### config.mk
export PLATFORM = sky130hd
export DESIGN_NAME = seq_lfsr
export DESIGN_NICKNAME = d
export VERILOG_FILES = /design/src/rtl/seq_lfsr.sv
export SDC_FILE = /design/constraint.sdc
export NUM_CORES = 1
export LEC_CHECK = 0
export CAP_MARGIN = 20
export CORE_AREA = 4 4 41 43
export CTS_BUF_LIST = sky130_fd_sc_hd__clkbuf_4
export CTS_CLUSTER_DIAMETER = 40
export DETAILED_ROUTE_END_ITERATION = 8
export DIE_AREA = 0 0 45 47
export GPL_TIMING_DRIVEN = 0
export PLACE_DENSITY = 0.7
export SYNTH_ARGS = -nofsm -noshare
export SYNTH_HDL_FRONTEND = slang
export SYNTH_SLANG_ARGS = --single-unit
### constraint.sdc
create_clock -name clk -period 1.33 [get_ports clk]
set_clock_uncertainty 0.1 [all_clocks]
set_input_delay 0.133 -clock clk [delete_from_list [all_inputs] [get_ports clk]]
set_output_delay 0.133 -clock clk [all_outputs]
set_load 0.05 [all_outputs]
### src/rtl/seq_lfsr.sv
// Free-running 16-bit Fibonacci LFSR (taps 16,14,13,11); never pauses, so player timing
// decides which value gets sampled as the next code.
module seq_lfsr #(
  parameter logic [15:0] SEED = 16'hACE1
) (
  input  logic        clk,
  input  logic        reset,
  output logic [15:0] lfsr
);

  logic feedback;

  assign feedback = lfsr[15] ^ lfsr[13] ^ lfsr[12] ^ lfsr[10];

  always_ff @(posedge clk or negedge reset) begin
    if (!reset) lfsr <= SEED;
    else        lfsr <= {lfsr[14:0], feedback};
  end

endmodule

# Word-level counts from Yosys, hierarchy flattened
# Index checks and enable logic that the tools add are counted.
[word_totals] regBits=16 inputBits=2 output_inout_bits=16 word_cells=4
[op_classes] bitwise_logic=3
[op_table] cell="XOR 1 bit" n=3

# Longest topological paths before layout
[depth] ltp_word=3 ltp_mapped=2 mapped_depth_nobuf=2

# Worst setup path before layout
# No wires, ideal clock.
[synth_timing] path_kind="flip-flop to flip-flop" from="register lfsr[15]" to="register lfsr[0]" arrival_time_ps=996 required_time_ps=1155 slack_ps=159 path_stages_with_launch=3 n_path_buf=0 path_cell_list="dfstp_2 xor2_1 xnor2_1"
[synth_via] elab_chain_len=3
[synth_lines] element="from (decl)" line="8" source="output logic [15:0] lfsr"
[synth_lines] element="from (signal assigned)" line="17" source="else lfsr <= {lfsr[14:0], feedback};"
[synth_lines] element="XOR 1 bit (3 in a row)" line="13" source="assign feedback = lfsr[15] ^ lfsr[13] ^ lfsr[12] ^ lfsr[10];"
[synth_lines] element="via feedback" line="11" source="logic feedback;"
# The timed path passes the listed nets, and every way through them passes these cells.

# Worst setup path after layout
[layout_timing] from="register lfsr[5]" to="output port lfsr[5]"
# No word-level cell between the ends.

==> run_results.csv <==
group,metric,value,unit
grt,grt_pass1_vias,268,
sta,fin_crit_sh,95.6,%
floorplanning,rows,13,
clocking,root_buffer,"clkbuf_4",
worst_setup_path,critical_path_depth,1,
finish,reg_top3,"lfsr (16)",
finish,fin_util,49.1,%
worst_setup_path,arrival,1.04,ns
floorplanning,dieWidth,45,um
worst_setup_path,path_delay_family,"flip-flops",
clocking,numCtsBuffers,3,
worst_setup_path,cp_slowest_cell,"dfstp_2",
placement,hpwlAfterDp,548,um
routing,wire_per_inst,14.8,um
routing,vias_per_cell,4.25,
synthesis,synth-seq-cells,16,
clocking,cts_hold_buf,0,
pwr,vdd_drop_max,0.000468,V
synthesis,synthCells,19,
floorplanning,num_io_pins,18,
worst_setup_path,r2r-end,"lfsr[0]",
outcome,outcome,"finished, final reports clean",
worst_setup_path,worst-r2r-setup-slack,0.29,ns
clocking,cts.sinks,16,
clocking,cts_tree,"yes",
finish,finalNetCount,43,
routing,drtIter0Drc,0,
synthesis,synth_warnings,0,
worst_setup_path,cp_num_buf_inv,1,
finish,n_antenna_cell,0,
finish,top_register,"lfsr",
finish,drive_gt1_share,70.0,%
floorplanning,die_area,2120,um2
sta,tightest_slew,0.648,ns
sta,fmax,787,MHz
placement,port_buffers,17,
finish,num-fill-cells,126,
finish,largest_register_ffs,16,
finish,syn_to_final_growth,46.4,%
clocking,insertion_delay,0.28,ns
grt,grt_overflow,0,
floorplanning,start_util,33.6,%
job,maxCapViolations,0,
sta,setup_viol,0,
grt,antenna_found_initial,0,
worst_setup_path,crit_start,"lfsr[5]",
sta,max_slew_margin,56.7,%
grt,grt_pass1_wl,1390,um
floorplanning,die-height,47,um
grt,grtUsageTotal,10.3,%
pwr,power_density,1200,nW/um2
synthesis,syn_nets,21,
worst_setup_path,cp_cell_sequence,"clkbuf_4",
synthesis,avgSynthCellArea,23.0,um2
routing,routed_wl,814,um
worst_setup_path,worst_setup_path_end_kind,"output pin",
synthesis,synthDistinctLibCells,4,
worst_setup_path,crit_type,"flip-flop to output pin",
synthesis,syn_area,437,um2
clocking,clk_pin_slew,0.09,ns
routing,drtAntennaViolNets,0,
floorplanning,core,1300,um2
routing,drc_errors,0,
worst_setup_path,r2r_cells,2,
sta,tns,0,ns
synthesis,yosysSeqAreaShare,94.0,%
worst_setup_path,cp.required,1.10,ns
sta,final-max-slew-violation-count,0,
sta,rsz0062_at_grt,"false",
worst_setup_path,critPathLaunchType,"flip-flop",
min_path,hold_path.class,"input pin to async pin",
sta,hold_violations,0,
pwr,p_leak,0.303,nW
sta,period_needed,1.27,ns
routing,first_pass_iters,1,
worst_setup_path,path_max_fanout,2,
placement,place.gp.congestion,0.746,
worst_setup_path,reg2reg_from,"lfsr[15]",
grt,grt_max_degree,17,
clocking,htreeDepth,1,
clocking,clockBufferDepth,2,
routing,vias,234,
worst_setup_path,max_stage_delay,0.54,ns
==> synthesized netlist by cell type <==
cell type,count,area [um2]
xnor2_1,2,17.5
xor2_1,1,8.76
dfrtp_1,8,200
dfstp_2,8,210
==> kinds of logic after synthesis <==
family | after synthesis | synth area share, %
DFF | 16 | 94.0
xor gates and xnor gates | 3 | 6.02
==> report_power, final <==
group | internal, mW | switching, mW | leakage (nW)
logic | 0.00257 | 0.00823 | 0.0900
clock network | 0.137 | 0.134 | 0.0184
registers | 0.487 | 0 | 0.194
==> stage by stage <==
step	setup slack [ns]	instance area, um2	hold WS, ns	power, mW	instances
CTS	0.00517	636	0.151	0.786	55
global placement	-0.236	626	0.257	0.507	51
global route	0.00131	639	0.192	0.818	55
finish	0.0590	639	0.149	0.769	55
detailed placement	-0.241	626	0.256	0.508	51
floorplan	0.159	437	-0.263	0.496	19
==> layout by cell type, fill, tap and decap left out <==
| master | instances |
|---|---|
| buf_2 | 1 |
| clkdlybuf4s15_2 | 7 |
| dfrtp_1 | 8 |
| buf_4 | 5 |
| xor2_1 | 1 |
| dfstp_2 | 8 |
| clkdlybuf4s50_1 | 1 |
| xnor2_1 | 2 |
| clkbuf_4 | 7 |
==> timing repair <==
item	4_1_cts	5_1_grt
pin swaps	0	0
resized for setup	68	7
setup buffers	0	0
endpoints found under the setup margin	16	5
==> layout make-up <==
type	instances	area, um2	share of cell area, %
repair buffers	17	154	24.1
multi-input cells	3	26.3	4.11
clock buffers	4	30.0	4.70
well taps	15	18.8	2.94
flip-flops and latches	16	410	64.2
==> worst max path at each step <==
| stage | endpoint | slack [ns] |
|---|---|---|
| 2_1_floorplan | lfsr[0] | 0.16 |
| 5_1_grt | lfsr[2] | 0.001 |
| 3_5_place_dp | lfsr[13] | -0.24 |
| 3_3_place_gp | lfsr[10] | -0.24 |
| 6_report | lfsr[5] | 0.06 |
| 4_1_cts | lfsr[11] | 0.005 |
==> per-layer routing <==
| layer | vias up | track usage (%) | part of all wire, % |
|---|---|---|---|
| met5 | - | 0 | 0 |
| li1 | 101 | - | - |
| met1 | 117 | 10.7 | 40 |
| met3 | 0 | 5.36 | 13 |
| met4 | 0 | 10.5 | 0 |
| met2 | 16 | 14.4 | 46 |
Note: power is estimated with default switching activity, not from simulation.
==> edit: new RTL, same settings <==
Put one more register stage on the output `lfsr`, with the module's reset. The value now appears one clock later.
--- a/src/rtl/seq_lfsr.sv
+++ b/src/rtl/seq_lfsr.sv
@@ -8,13 +8,23 @@
   output logic [15:0] lfsr
 );
 
+  logic [15:0] lfsr_s0;
+
   logic feedback;
 
-  assign feedback = lfsr[15] ^ lfsr[13] ^ lfsr[12] ^ lfsr[10];
+  assign feedback = lfsr_s0[15] ^ lfsr_s0[13] ^ lfsr_s0[12] ^ lfsr_s0[10];
 
   always_ff @(posedge clk or negedge reset) begin
-    if (!reset) lfsr <= SEED;
-    else        lfsr <= {lfsr[14:0], feedback};
+    if (!reset) lfsr_s0 <= SEED;
+    else        lfsr_s0 <= {lfsr_s0[14:0], feedback};
+  end
+
+  always_ff @(posedge clk or negedge reset) begin
+    if (!reset) begin
+      lfsr <= '0;
+    end else begin
+      lfsr <= lfsr_s0;
+    end
   end
 
 endmodule
Check against the original RTL: not equivalent (a bounded check fails within 4 cycles, from zero or initial values and one cycle with reset low).
==> edit against the unedited design <==
- final area is 40% higher
- routed wire length grew 19%
- power up 34%
- non-clock buffer count up 9
- synthesized area rose by 60%
- synthesized cell count up 84%
- hold slack gained 0.11 ns
- setup slack worse by 0.021 ns
- sequential share of layout area is 4.1 points higher
- sequential cell count increased by 8
- utilization rose by 20 points
- via count grew 32%
- critical endpoint is now lfsr[11]
==> edit: results (changes against the unedited design) <==
Status = completed (unchanged)
DR WL/cell = 13.4 um (was 14.8 um)
GPL Wtd Cong = 0.724 (was 0.746)
Crit path to = lfsr[11] (was lfsr[5])
Routed vias/inst = 4.29 (was 4.25)
Prevailing post-synth register cell = dfrtp_1 (was dfstp_2)
Total GRT Usage = 11.5% (was 10.3%)
Bufs w/o clock = 26 (was 17)
Top cells by count, synth = 16 x dfrtp_1, 8 x buf_4, 8 x dfstp_2, 2 x xnor2_1, 1 x xor2_1 (was 8 x dfrtp_1, 8 x dfstp_2, 2 x xnor2_1, 1 x xor2_1)
Syn-to-layout area delta = 28.4% (was 46.4%)
Worst hold margin = 0.257 ns (was 0.149 ns)
Clock transition at path regs = 0.11 ns (was 0.09 ns)
Worst slew pin tran = 0.948 ns (was 0.648 ns)
Fraction of area in multi-input gates = 2.94% (was 4.11%)
Post-Syn Nets = 37 (was 21)
First-pass DRT Iterations = 2 (was 1)
CTS-repair resized insts = 65 (was 68)
Highest Clock Rate = 0.774 GHz (was 0.787 GHz)
#FFs+latches synth = 24 (was 16)
Reg area = 611 um2 (was 410 um2)
Reg2reg end = lfsr_s0[0] (was lfsr[0])
Leading area contributor after synthesis = dfrtp_1 (was dfstp_2)
Netlist cell types = 5 (was 4)
CP max stage delay = 0.44 ns (was 0.54 ns)
Non-Filler Instances = 72 (was 55)
Vias in the first global route = 342 (was 268)
Clock buffer count = 3 (was 4)
Peak supply drop = 0.000783 V (was 0.000468 V)
Largest regs = lfsr x16, lfsr_s0 x8 (was lfsr x16)
Largest net degree at the start of global routing = 25 (was 17)
-- edit: cell types whose count changed after synthesis --
cell | before | now
buf_4 | 0 | 8
dfrtp_1 | 8 | 16
-- edit: metal layers --
| layer | vias up | GRT usage [%] | part of all wire (%) |
|---|---|---|---|
| met2 | 12 | 20.3 | 51 |
| met4 | 0 | 7.02 | 1.0 |
| met3 | 2 | 3.07 | 11 |
| met1 | 151 | 12.3 | 37 |
| li1 | 144 | - | - |
| met5 | - | 0 | 0 |
-- edit: power groups by stage --
| stage | clock network (mW) | registers, mW | logic, mW |
|---|---|---|---|
| after floorplan | 0 | 0.744 | 0.0000000562 |
| after CTS | 0.298 | 0.731 | 0.0157 |
| final | 0.283 | 0.731 | 0.0147 |
| after global routing | 0.342 | 0.731 | 0.0180 |
| after detailed placement | 0 | 0.744 | 0.0159 |
| after global placement | 0 | 0.744 | 0.0147 |
